$ cat src/rtl/ball_centroid_if.sv
// ball_centroid_if: pixel-stream inputs and per-frame centroid results of ball_centroid.
// master drives the pixel stream, slave (the centroid block) drives the results.
interface ball_centroid_if #(
  parameter int COORD_W = 13
);
  logic               pix_valid;
  logic [COORD_W-1:0] row;
  logic [COORD_W-1:0] col;
  logic               mask;
  logic               frame_end;
  logic [COORD_W-1:0] ball_row;
  logic [COORD_W-1:0] ball_col;
  logic               ball_found;
  logic               centroid_valid;
  logic               busy;
  logic               overrun;

  modport master (
    output pix_valid, row, col, mask, frame_end,
    input  ball_row, ball_col, ball_found, centroid_valid, busy, overrun
  );

  modport slave (
    input  pix_valid, row, col, mask, frame_end,
    output ball_row, ball_col, ball_found, centroid_valid, busy, overrun
  );
endinterface

$ cat src/rtl/ball_centroid.sv
// ball_centroid: per-frame mask-hit centroid via a sequential restoring divider, result
// 2*SUM_W+2 cycles after frame_end. Macro CENTROID_IIR_EN averages each found result with the last.
module ball_centroid #(
  parameter int COORD_W    = 13,
  parameter int SUM_W      = 32,
  parameter int MIN_PIXELS = 16
) (
  input  logic           clk,
  input  logic           reset_n,
  ball_centroid_if.slave bus
);
  localparam logic [1:0] ACCUM   = 2'd0;
  localparam logic [1:0] DIV_R   = 2'd1;
  localparam logic [1:0] DIV_C   = 2'd2;
  localparam logic [1:0] PUBLISH = 2'd3;

  localparam int               BW       = $clog2(SUM_W + 1);
  localparam logic [BW-1:0]    LAST_BIT = BW'(SUM_W - 1);
  localparam logic [SUM_W-1:0] SUM_MAX  = {SUM_W{1'b1}};
  localparam logic [SUM_W-1:0] MIN_CNT  = SUM_W'(MIN_PIXELS);

  logic [1:0]         state_q, state_d;
  logic [BW-1:0]      bit_q, bit_d;
  logic [SUM_W-1:0]   sum_r_q, sum_r_d, sum_c_q, sum_c_d, cnt_q, cnt_d;
  logic               sat_q, sat_d;
  logic [SUM_W-1:0]   dsum_c_q, dsum_c_d, dcnt_q, dcnt_d;
  logic               dsat_q, dsat_d;
  logic [SUM_W-1:0]   rem_q, rem_d, quo_q, quo_d;
  logic [COORD_W-1:0] qr_q, qr_d;
  logic               pub_vld_q, pub_vld_d, pub_found_q, pub_found_d;
  logic [COORD_W-1:0] pub_row_q, pub_row_d, pub_col_q, pub_col_d;
  logic [COORD_W-1:0] ball_row_q, ball_row_d, ball_col_q, ball_col_d;
  logic               found_q, found_d, cv_q, cv_d, busy_q, busy_d, overrun_q, overrun_d;

  logic               hit, acc_upd, ovf, acc_sat;
  logic [SUM_W:0]     add_r, add_c, add_n;
  logic [SUM_W-1:0]   acc_r, acc_c, acc_n;
  logic [SUM_W:0]     shifted;
  logic               ge;
  logic [SUM_W-1:0]   rem_sub, rem_next, quo_next;

  // Accumulator candidates including this cycle's hit; any overflow saturates and latches sat
  assign hit     = bus.pix_valid & bus.mask;
  assign acc_upd = hit & ~sat_q;
  assign add_r   = {1'b0, sum_r_q} + {{(SUM_W + 1 - COORD_W){1'b0}}, bus.row};
  assign add_c   = {1'b0, sum_c_q} + {{(SUM_W + 1 - COORD_W){1'b0}}, bus.col};
  assign add_n   = {1'b0, cnt_q} + {{SUM_W{1'b0}}, 1'b1};
  assign ovf     = add_r[SUM_W] | add_c[SUM_W] | add_n[SUM_W];
  assign acc_r   = !acc_upd ? sum_r_q : (add_r[SUM_W] ? SUM_MAX : add_r[SUM_W-1:0]);
  assign acc_c   = !acc_upd ? sum_c_q : (add_c[SUM_W] ? SUM_MAX : add_c[SUM_W-1:0]);
  assign acc_n   = !acc_upd ? cnt_q   : (add_n[SUM_W] ? SUM_MAX : add_n[SUM_W-1:0]);
  assign acc_sat = sat_q | (hit & ovf);

  // Restoring step: remainder < divisor, so the subtraction fits in SUM_W bits when ge is set
  assign shifted  = {rem_q, quo_q[SUM_W-1]};
  assign ge       = shifted >= {1'b0, dcnt_q};
  assign rem_sub  = shifted[SUM_W-1:0] - dcnt_q;
  assign rem_next = ge ? rem_sub : shifted[SUM_W-1:0];
  assign quo_next = {quo_q[SUM_W-2:0], ge};

`ifdef CENTROID_IIR_EN
  logic               hist_q, hist_d;
  logic [COORD_W:0]   avg_r, avg_c;
  assign avg_r = ({1'b0, ball_row_q} + {1'b0, pub_row_q}) >> 1;
  assign avg_c = ({1'b0, ball_col_q} + {1'b0, pub_col_q}) >> 1;
`endif

  always_comb begin
    state_d     = state_q;
    bit_d       = bit_q;
    sum_r_d     = acc_r;
    sum_c_d     = acc_c;
    cnt_d       = acc_n;
    sat_d       = acc_sat;
    dsum_c_d    = dsum_c_q;
    dcnt_d      = dcnt_q;
    dsat_d      = dsat_q;
    rem_d       = rem_q;
    quo_d       = quo_q;
    qr_d        = qr_q;
    pub_vld_d   = 1'b0;
    pub_found_d = pub_found_q;
    pub_row_d   = pub_row_q;
    pub_col_d   = pub_col_q;
    ball_row_d  = ball_row_q;
    ball_col_d  = ball_col_q;
    found_d     = found_q;
    cv_d        = 1'b0;
    busy_d      = busy_q;
    overrun_d   = overrun_q;
`ifdef CENTROID_IIR_EN
    hist_d      = hist_q;
`endif

    if (bus.frame_end) begin
      sum_r_d = '0;
      sum_c_d = '0;
      cnt_d   = '0;
      sat_d   = 1'b0;
      if (busy_q) begin
        overrun_d = 1'b1;
      end else begin
        quo_d    = acc_r;
        rem_d    = '0;
        dsum_c_d = acc_c;
        dcnt_d   = acc_n;
        dsat_d   = acc_sat;
        bit_d    = '0;
        state_d  = DIV_R;
        busy_d   = 1'b1;
      end
    end

    case (state_q)
      DIV_R, DIV_C: begin
        rem_d = rem_next;
        quo_d = quo_next;
        bit_d = bit_q + BW'(1);
        if (bit_q == LAST_BIT) begin
          bit_d = '0;
          if (state_q == DIV_R) begin
            qr_d    = quo_next[COORD_W-1:0];
            rem_d   = '0;
            quo_d   = dsum_c_q;
            state_d = DIV_C;
          end else begin
            state_d = PUBLISH;
          end
        end
      end
      PUBLISH: begin
        pub_vld_d   = 1'b1;
        pub_found_d = (dcnt_q >= MIN_CNT) && !dsat_q;
        pub_row_d   = qr_q;
        pub_col_d   = quo_q[COORD_W-1:0];
        state_d     = ACCUM;
      end
      default: ;
    endcase

    // Output stage: busy stays high until the cycle the new result is visible
    if (pub_vld_q) begin
      cv_d    = 1'b1;
      busy_d  = 1'b0;
      found_d = pub_found_q;
      if (pub_found_q) begin
`ifdef CENTROID_IIR_EN
        if (hist_q) begin
          ball_row_d = avg_r[COORD_W-1:0];
          ball_col_d = avg_c[COORD_W-1:0];
        end else begin
          ball_row_d = pub_row_q;
          ball_col_d = pub_col_q;
        end
        hist_d = 1'b1;
`else
        ball_row_d = pub_row_q;
        ball_col_d = pub_col_q;
`endif
      end
    end
  end

  always_ff @(posedge clk) begin
    if (!reset_n) begin
      state_q     <= ACCUM;
      bit_q       <= '0;
      sum_r_q     <= '0;
      sum_c_q     <= '0;
      cnt_q       <= '0;
      sat_q       <= 1'b0;
      dsum_c_q    <= '0;
      dcnt_q      <= '0;
      dsat_q      <= 1'b0;
      rem_q       <= '0;
      quo_q       <= '0;
      qr_q        <= '0;
      pub_vld_q   <= 1'b0;
      pub_found_q <= 1'b0;
      pub_row_q   <= '0;
      pub_col_q   <= '0;
      ball_row_q  <= '0;
      ball_col_q  <= '0;
      found_q     <= 1'b0;
      cv_q        <= 1'b0;
      busy_q      <= 1'b0;
      overrun_q   <= 1'b0;
`ifdef CENTROID_IIR_EN
      hist_q      <= 1'b0;
`endif
    end else begin
      state_q     <= state_d;
      bit_q       <= bit_d;
      sum_r_q     <= sum_r_d;
      sum_c_q     <= sum_c_d;
      cnt_q       <= cnt_d;
      sat_q       <= sat_d;
      dsum_c_q    <= dsum_c_d;
      dcnt_q      <= dcnt_d;
      dsat_q      <= dsat_d;
      rem_q       <= rem_d;
      quo_q       <= quo_d;
      qr_q        <= qr_d;
      pub_vld_q   <= pub_vld_d;
      pub_found_q <= pub_found_d;
      pub_row_q   <= pub_row_d;
      pub_col_q   <= pub_col_d;
      ball_row_q  <= ball_row_d;
      ball_col_q  <= ball_col_d;
      found_q     <= found_d;
      cv_q        <= cv_d;
      busy_q      <= busy_d;
      overrun_q   <= overrun_d;
`ifdef CENTROID_IIR_EN
      hist_q      <= hist_d;
`endif
    end
  end

  assign bus.ball_row       = ball_row_q;
  assign bus.ball_col       = ball_col_q;
  assign bus.ball_found     = found_q;
  assign bus.centroid_valid = cv_q;
  assign bus.busy           = busy_q;
  assign bus.overrun        = overrun_q;
endmodule

$ cat src/flat_wrapper.sv
// flat-port wrapper written by rule: the top's interface ports become plain ports
module ball_centroid_flat 
#(
  parameter int COORD_W    = 13,
  parameter int SUM_W      = 32,
  parameter int MIN_PIXELS = 16
)
  (clk, reset_n, bus_pix_valid, bus_row, bus_col, bus_mask, bus_frame_end, bus_ball_row, bus_ball_col, bus_ball_found, bus_centroid_valid, bus_busy, bus_overrun);
  ball_centroid_if #(.COORD_W(COORD_W)) bus_i ();
  input  logic clk;
  input  logic reset_n;
  input wire logic [$bits(bus_i.pix_valid)-1:0] bus_pix_valid;
  input wire logic [$bits(bus_i.row)-1:0] bus_row;
  input wire logic [$bits(bus_i.col)-1:0] bus_col;
  input wire logic [$bits(bus_i.mask)-1:0] bus_mask;
  input wire logic [$bits(bus_i.frame_end)-1:0] bus_frame_end;
  output wire logic [$bits(bus_i.ball_row)-1:0] bus_ball_row;
  output wire logic [$bits(bus_i.ball_col)-1:0] bus_ball_col;
  output wire logic [$bits(bus_i.ball_found)-1:0] bus_ball_found;
  output wire logic [$bits(bus_i.centroid_valid)-1:0] bus_centroid_valid;
  output wire logic [$bits(bus_i.busy)-1:0] bus_busy;
  output wire logic [$bits(bus_i.overrun)-1:0] bus_overrun;
  assign bus_i.pix_valid = bus_pix_valid;
  assign bus_i.row = bus_row;
  assign bus_i.col = bus_col;
  assign bus_i.mask = bus_mask;
  assign bus_i.frame_end = bus_frame_end;
  assign bus_ball_row = bus_i.ball_row;
  assign bus_ball_col = bus_i.ball_col;
  assign bus_ball_found = bus_i.ball_found;
  assign bus_centroid_valid = bus_i.centroid_valid;
  assign bus_busy = bus_i.busy;
  assign bus_overrun = bus_i.overrun;
  ball_centroid #(.COORD_W(COORD_W), .SUM_W(SUM_W), .MIN_PIXELS(MIN_PIXELS)) u_core (.clk(clk), .reset_n(reset_n), .bus(bus_i));
endmodule
$ cat config.mk
export PLATFORM = sky130hd
export DESIGN_NAME = ball_centroid_flat
export DESIGN_NICKNAME = d
export VERILOG_FILES = /design/src/rtl/ball_centroid_if.sv /design/src/rtl/ball_centroid.sv /design/src/flat_wrapper.sv
export SDC_FILE = /design/constraint.sdc
export NUM_CORES = 1
export LEC_CHECK = 0
export ABC_CLOCK_PERIOD_IN_PS = 3100
export CAP_MARGIN = 20
export CORE_UTILIZATION = 62
export CTS_CLUSTER_DIAMETER = 80
export DETAILED_ROUTE_END_ITERATION = 10
export PLACE_DENSITY = 0.83
export SLEW_MARGIN = 5
export SYNTH_ARGS = -nofsm -noshare
export SYNTH_HDL_FRONTEND = slang
export SYNTH_SLANG_ARGS = --single-unit
$ cat constraint.sdc
create_clock -name clk -period 3.1 [get_ports clk]
set_clock_uncertainty 0.1 [all_clocks]
set_input_delay 0.31 -clock clk [delete_from_list [all_inputs] [get_ports clk]]
set_output_delay 0.31 -clock clk [all_outputs]
set_load 0.01 [all_outputs]
==> impl_metrics.yaml, run 1 <==
sta:
  fin_tns_setup_ns: 0
  period_minus_slack_ns: 2.94
  finalHoldViolCount: 0
  setup_viol: 0
  slew_headroom_pct: 27.4
  slew_viol_final: 0
  period_share_pct: 94.9
  timing.final.ws_setup_ns: 0.157
  max_freq_mhz: 340
  rsz0062_at_grt: "no"
  whs_ns: 0.0525
  tightest_slew_ns: 1.09
grt:
  antenna_found_initial: 0
  grt_first_pass_wirelength_mm: 66.1
  grt_pass1_vias: 13600
  grt_overflow: 0
  grt_max_degree: 80
  track_usage_pct: 30.5
worst_setup_path:
  cp.required_ns: 3.41
  worstPathMaxFanout: 4
  r2r_cells: 11
  crit_type: "reg -> reg"
  cp_slowest_stage_delay_ns: 0.34
  cp.arrival_ns: 3.25
  r2r_start: "u_core.sum_c_q[0]"
  path_cells: "ha_1, fa_2, a21o_1, a21o_1, a211oi_4, o31ai_4, a31oi_4, or2_4, o311ai_0, a31oi_1, a21oi_1"
  crit_path_start_kind: "register"
  critPathCaptureType: "register"
  startpoint: "u_core.sum_c_q[0]"
  slowest_stage: "fa_2"
  cpMostUsedCell: "a21o_1"
layout:
  finalInstanceArea_mm2: 0.0182
  drive_gt1_share_pct: 8.78
  area_delta_synth_final_pct: 14.8
  diodes: 0
  finalNonFillerCells: 2369
  nNetsFinal: 2114
  multi_input_area_mm2: 0.00921
  ff_latch_area_mm2: 0.00611
  final.fill_count: 1990
  utilization_pct: 72.5
clocking:
  cts_setup_buffers: 0
  clk_pin_slew_ns: 0.06
  clock_sinks: 305
  clk_latency_ns: 0.56
  cts_tree: "yes"
  post_cts_resize_count: 0
  h-tree-depth: 1
  numCtsBuffers: 31
  postCtsHoldBufs: 0
  clockBufferDepth: 3
  cts_root_buf: "clkbuf_16"
job:
  cap_violations: 0
placed_design:
  gp_congestion: 0.915
  placed_cells: 2314
  post-place-ws_ns: -0.342
  placed_area_mm2: 0.0171
  port_buffers: 60
  post-dp-hpwl_mm: 28.2
pwr:
  leakage_nw: 7.05
  power_density_mw_per_mm2: 826
  fin_total_pwr_mw: 15.0
  peakVddDrop_v: 0.00140
synth:
  yosysWarnings: 0
  synth.distinct_cells: 78
  yosys_most_used_dff: "dfxtp_1"
  netlist_area_mm2: 0.0158
  syn-num-nets: 2056
  yosysSeqAreaShare_pct: 38.5
  synth.avg_cell_area_um2: 8.09
  synth-edff-count: 0
  synthCells: 1959
  ys_seq_elements: 305
  synth-async-reset-ratio_pct: 0
floorplanning:
  die_area_mm2: 0.0262
  die_x_um: 162
  rows: 58
  io_pins: 61
  core_mm2: 0.0251
  start_util_pct: 63.1
  die_height_um: 162
min_path:
  hold_depth: 3
  holdCritPathClass: "in -> reg"
  hold_start: "reset_n"
routing:
  remaining_drc_errors: 0
  wl_mm: 40.2
  num_vias: 14200
  drt_iter0_markers: 1158
  vias_per_cell: 6.01
  wire_per_inst_um: 17.0
  first_pass_iters: 8
  antenna_left: 0
outcome:
  status: "finished clean"
-- worst paths after layout --
kind         slack [ns]                endpoint
max                0.16           u_core.dsat_q
min                0.05         u_core.quo_q[7]
min reg2reg        0.36  u_core.bus.ball_col[2]
max reg2reg        0.16           u_core.dsat_q
-- routing by layer --
metal	global-route usage, %	part of all wire, %	up-vias
met5	0	0	-
met4	8.96	2.4	0
met3	4.57	6.2	80
met2	51.2	47	419
met1	40.6	44	6736
li1	-	-	7000
-- worst max-delay path: cells and delay by family (launching register included) --
kind                     cells  cell delay (ns)
adder cells (fa/ha/maj)      2             0.56
AO/OA/AOI/OAI                8             1.62
flip-flops                   1             0.33
AND/OR/NAND/NOR              1             0.18
-- cells in the final DEF (no fill, tap or decap), types with 33 or more instances in the layout --
cell type | netlist | routed
nor2b_1 | 45 | 44
clkdlybuf4s50_1 | 0 | 59
nand3_1 | 74 | 74
buf_4 | 3 | 70
o21ai_0 | 97 | 97
nand2_1 | 304 | 303
nor2_1 | 192 | 191
a21o_1 | 34 | 34
ha_1 | 63 | 62
a21oi_1 | 130 | 129
and3_1 | 33 | 33
mux2i_1 | 61 | 61
dfxtp_1 | 305 | 305
xnor2_1 | 63 | 63
inv_1 | 51 | 51
a21boi_0 | 47 | 47
-- cells by family after synthesis --
kind of cell / Yosys count / share of synthesized area (%)
AOI/OAI and AO/OA: 479 / 19.9
and+or+nand+nor: 797 / 23.4
buffers and inverters: 162 / 4.02
xor gates and xnor gates: 88 / 4.86
adders and majority gates: 66 / 5.35
DFF: 305 / 38.5
muxes: 62 / 3.92
-- flip-flops by register name, indices dropped and copies added (netlist names), 32 cells and up --
register / flops
u_core.cnt_q: 32
u_core.dcnt_q: 32
u_core.dsum_c_q: 32
u_core.quo_q: 32
u_core.rem_q: 32
u_core.sum_c_q: 32
u_core.sum_r_q: 32
-- power breakdown --
group          internal (mW)  switching [mW]
sequential              4.20           0.256
combinational           3.12            3.71
clock                   2.21            1.55
total                   9.52            5.51
-- cell type report --
class	instances	share of cell area, %
inverter	51	1.05
multi-input combinational	1492	50.6
tap	330	2.27
clock buffer	48	5.11
sequential	305	33.6
clock inverter	7	0.488
timing repair buffer	136	6.90
-- Yosys cell counts, types with 33 or more instances --
library cell | n | area share [%]
a21oi_1 | 130 | 4.1
o21ai_0 | 97 | 3.1
mux2i_1 | 61 | 3.9
inv_1 | 51 | 1.2
xnor2_1 | 63 | 3.5
nand2_1 | 304 | 7.2
nor3_1 | 34 | 1.1
ha_1 | 63 | 5.0
nand3_1 | 74 | 2.3
nor2_1 | 192 | 4.5
nor2b_1 | 45 | 1.8
clkbuf_1 | 94 | 2.2
a21o_1 | 34 | 1.6
dfxtp_1 | 305 | 39
a21boi_0 | 47 | 2.2
and3_1 | 33 | 1.3
Power figures use the tool's default switching activity.
==> run 2, diff against run 1 <==
--- a/config.mk
+++ b/config.mk
@@ -5,6 +5,7 @@
 export SDC_FILE = /design/constraint.sdc
 export NUM_CORES = 1
 export LEC_CHECK = 0
+export ABC_AREA = 0
 export ABC_CLOCK_PERIOD_IN_PS = 3100
 export CAP_MARGIN = 20
 export CORE_UTILIZATION = 62
==> results of run 2 <==
No change in the layout: final DEF, timing and power equal those of run 1.
==> run 3, diff against run 2 <==
--- a/config.mk
+++ b/config.mk
@@ -7,11 +7,11 @@
 export LEC_CHECK = 0
 export ABC_AREA = 0
 export ABC_CLOCK_PERIOD_IN_PS = 3100
-export CAP_MARGIN = 20
-export CORE_UTILIZATION = 62
+export CORE_UTILIZATION = 55
 export CTS_CLUSTER_DIAMETER = 80
 export DETAILED_ROUTE_END_ITERATION = 10
-export PLACE_DENSITY = 0.83
+export PLACE_DENSITY = 0.75
+export SETUP_SLACK_MARGIN = 0.05
 export SLEW_MARGIN = 5
 export SYNTH_ARGS = -nofsm -noshare
 export SYNTH_HDL_FRONTEND = slang
==> run 3 against run 2 <==
Sequential power is essentially flat; die area rose by 13%; global-route usage fell by 2.8 points; fmax grew 0.78%; worst hold slack gained 0.26 ns; sequential share of layout area decreased by 0.50 points; first-iteration DRC count increased by 0.52%; register-to-register slack improved by 0.02 ns; non-clock buffer count rose by 1; critical path type unchanged; critical endpoint is now u_core.quo_q[31]; largest power group unchanged.
==> impl_metrics.yaml, run 3 (synthesis results as in run 1) <==
grt:
  track_usage_pct: 27.7
  antenna_found_initial: 0
  grt_overflow: 0
  grt_use_met3_pct: 2.99
  grt_first_pass_wirelength_mm: 66.3
  grtUsageMet2_pct: 45.5
  use_met1_pct: 37.9
  grt_pass1_vias: 13400
  grt_busiest_layer: "met2"
  grt_max_degree: 180
pwr:
  power_density_mw_per_mm2: 846
  leakage_nw: 7.16
  peakVddDrop_v: 0.00110
  fin_total_pwr_mw: 15.6
worst_setup_path:
  cp.required_ns: 3.37
  cp_slowest_stage_delay_ns: 0.40
  crit_type: "reg -> reg"
  worstPathMaxFanout: 5
  crit_family: "compound AO/OA/AOI/OAI gates"
  slowest_stage: "fa_1"
  critPathCaptureType: "register"
  crit_buf_inv: 0
  cp.arrival_ns: 3.19
  crit_path_start_kind: "register"
  path_cells: "ha_1, fa_1, a21o_1, a21oi_1, o21ai_1, a211oi_2, nor3_1, nand2_1, nand2_1, mux2i_1, a21oi_1"
layout:
  nNetsFinal: 2119
  diodes: 0
  area_delta_synth_final_pct: 16.6
  drive_gt1_share_pct: 9.54
  layout_commonest_cell: "dfxtp_1"
  ff_latch_area_mm2: 0.00611
  finalNonFillerCells: 2422
  final_cell_mix: "dfxtp_1, nand2_1, nor2_1, a21oi_1, o21ai_0"
  final.fill_count: 2440
  multi_input_area_mm2: 0.00924
sta:
  setup_viol: 0
  fin_tns_setup_ns: 0
  max_freq_mhz: 342
  period_minus_slack_ns: 2.92
  period_share_pct: 94.2
  rsz0062_at_grt: "yes"
  slew_viol_final: 0
  slew_headroom_pct: 34.0
  finalHoldViolCount: 0
  tightest_slew_ns: 0.987
min_path:
  holdCritPathClass: "in -> reg"
clocking:
  clockBufferDepth: 3
  clk_latency_ns: 0.51
  clk_pin_slew_ns: 0.06
  clock_sinks: 305
  h-tree-depth: 2
  cts_root_buf: "clkbuf_16"
  cts_tree: "yes"
  postCtsHoldBufs: 0
  numCtsBuffers: 35
placed_design:
  gp_congestion: 0.920
  placed_cells: 2362
  post-dp-hpwl_mm: 27.9
  port_buffers: 60
routing:
  remaining_drc_errors: 0
  first_pass_iters: 5
  drt_iter0_markers: 1164
  antenna_left: 0
  num_vias: 14000
  vias_per_cell: 5.80
  wire_per_inst_um: 16.6
  wl_mm: 40.2
floorplanning:
  io_pins: 61
  rows: 61
  die_height_um: 172
  start_util_pct: 56.4
  die_x_um: 172
  core_mm2: 0.0281
  die_area_mm2: 0.0295
outcome:
  status: "finished clean"
job:
  cap_violations: 0
run 3: tightest hold or removal path, cell delays in order:
cell,delay (ns)
buf_4,0.14
nand2_1,0.26
o32ai_1,0.15
run 3: final timing paths:
| check | slack, ns | start | cells after the start | to |
|---|---|---|---|---|
| max | 0.18 | u_core.sum_r_q[0] | 11 | u_core.quo_q[31] |
| min | 0.31 | reset_n | 3 | u_core.quo_q[0] |
| max reg2reg | 0.18 | u_core.sum_r_q[0] | 11 | u_core.quo_q[31] |
| min reg2reg | 0.36 | u_core.bus.ball_row[7] | 2 | u_core.bus.ball_row[7] |
run 3: routing by layer:
metal | up-vias | part of all wire [%]
met5 | - | 0
met4 | 0 | 2.1
met3 | 56 | 5.4
met2 | 415 | 46
met1 | 6581 | 46
li1 | 6994 | -
run 3: layout make-up:
cell class | instances | share of cell area (%)
Inverter | 51 | 1.04
Sequential cell | 305 | 33.1
Tap cell | 378 | 2.56
Clock buffer | 48 | 5.67
Timing Repair Buffer | 137 | 6.79
Multi-Input combinational cell | 1492 | 50.0
Clock inverter | 11 | 0.874
run 3: through the flow:
stage	utilization (%)	instance area, µm²	setup slack, ns	hold slack, ns
after floorplan	-	15800	0.266	0.335
after global placement	61.1	17200	-0.263	0.350
after detailed placement	61.1	17200	-0.324	0.359
after CTS	65.4	18400	0.147	0.296
after global routing	65.8	18500	0.0262	0.319
final	65.8	18500	0.179	0.314
run 3: what timing repair did:
action | CTS | global route
setup endpoints to repair | 0 | 48
resized for setup | 0 | 25
buffers inserted | 0 | 1
run 3: power by group:
group / switching [mW] / leakage, nW / total (mW) / internal (mW)
clock network: 1.61 / 0.603 / 4.30 / 2.69
registers: 0.254 / 2.47 / 4.45 / 4.20
logic: 3.74 / 4.08 / 6.87 / 3.13
total: 5.60 / 7.16 / 15.6 / 10.0
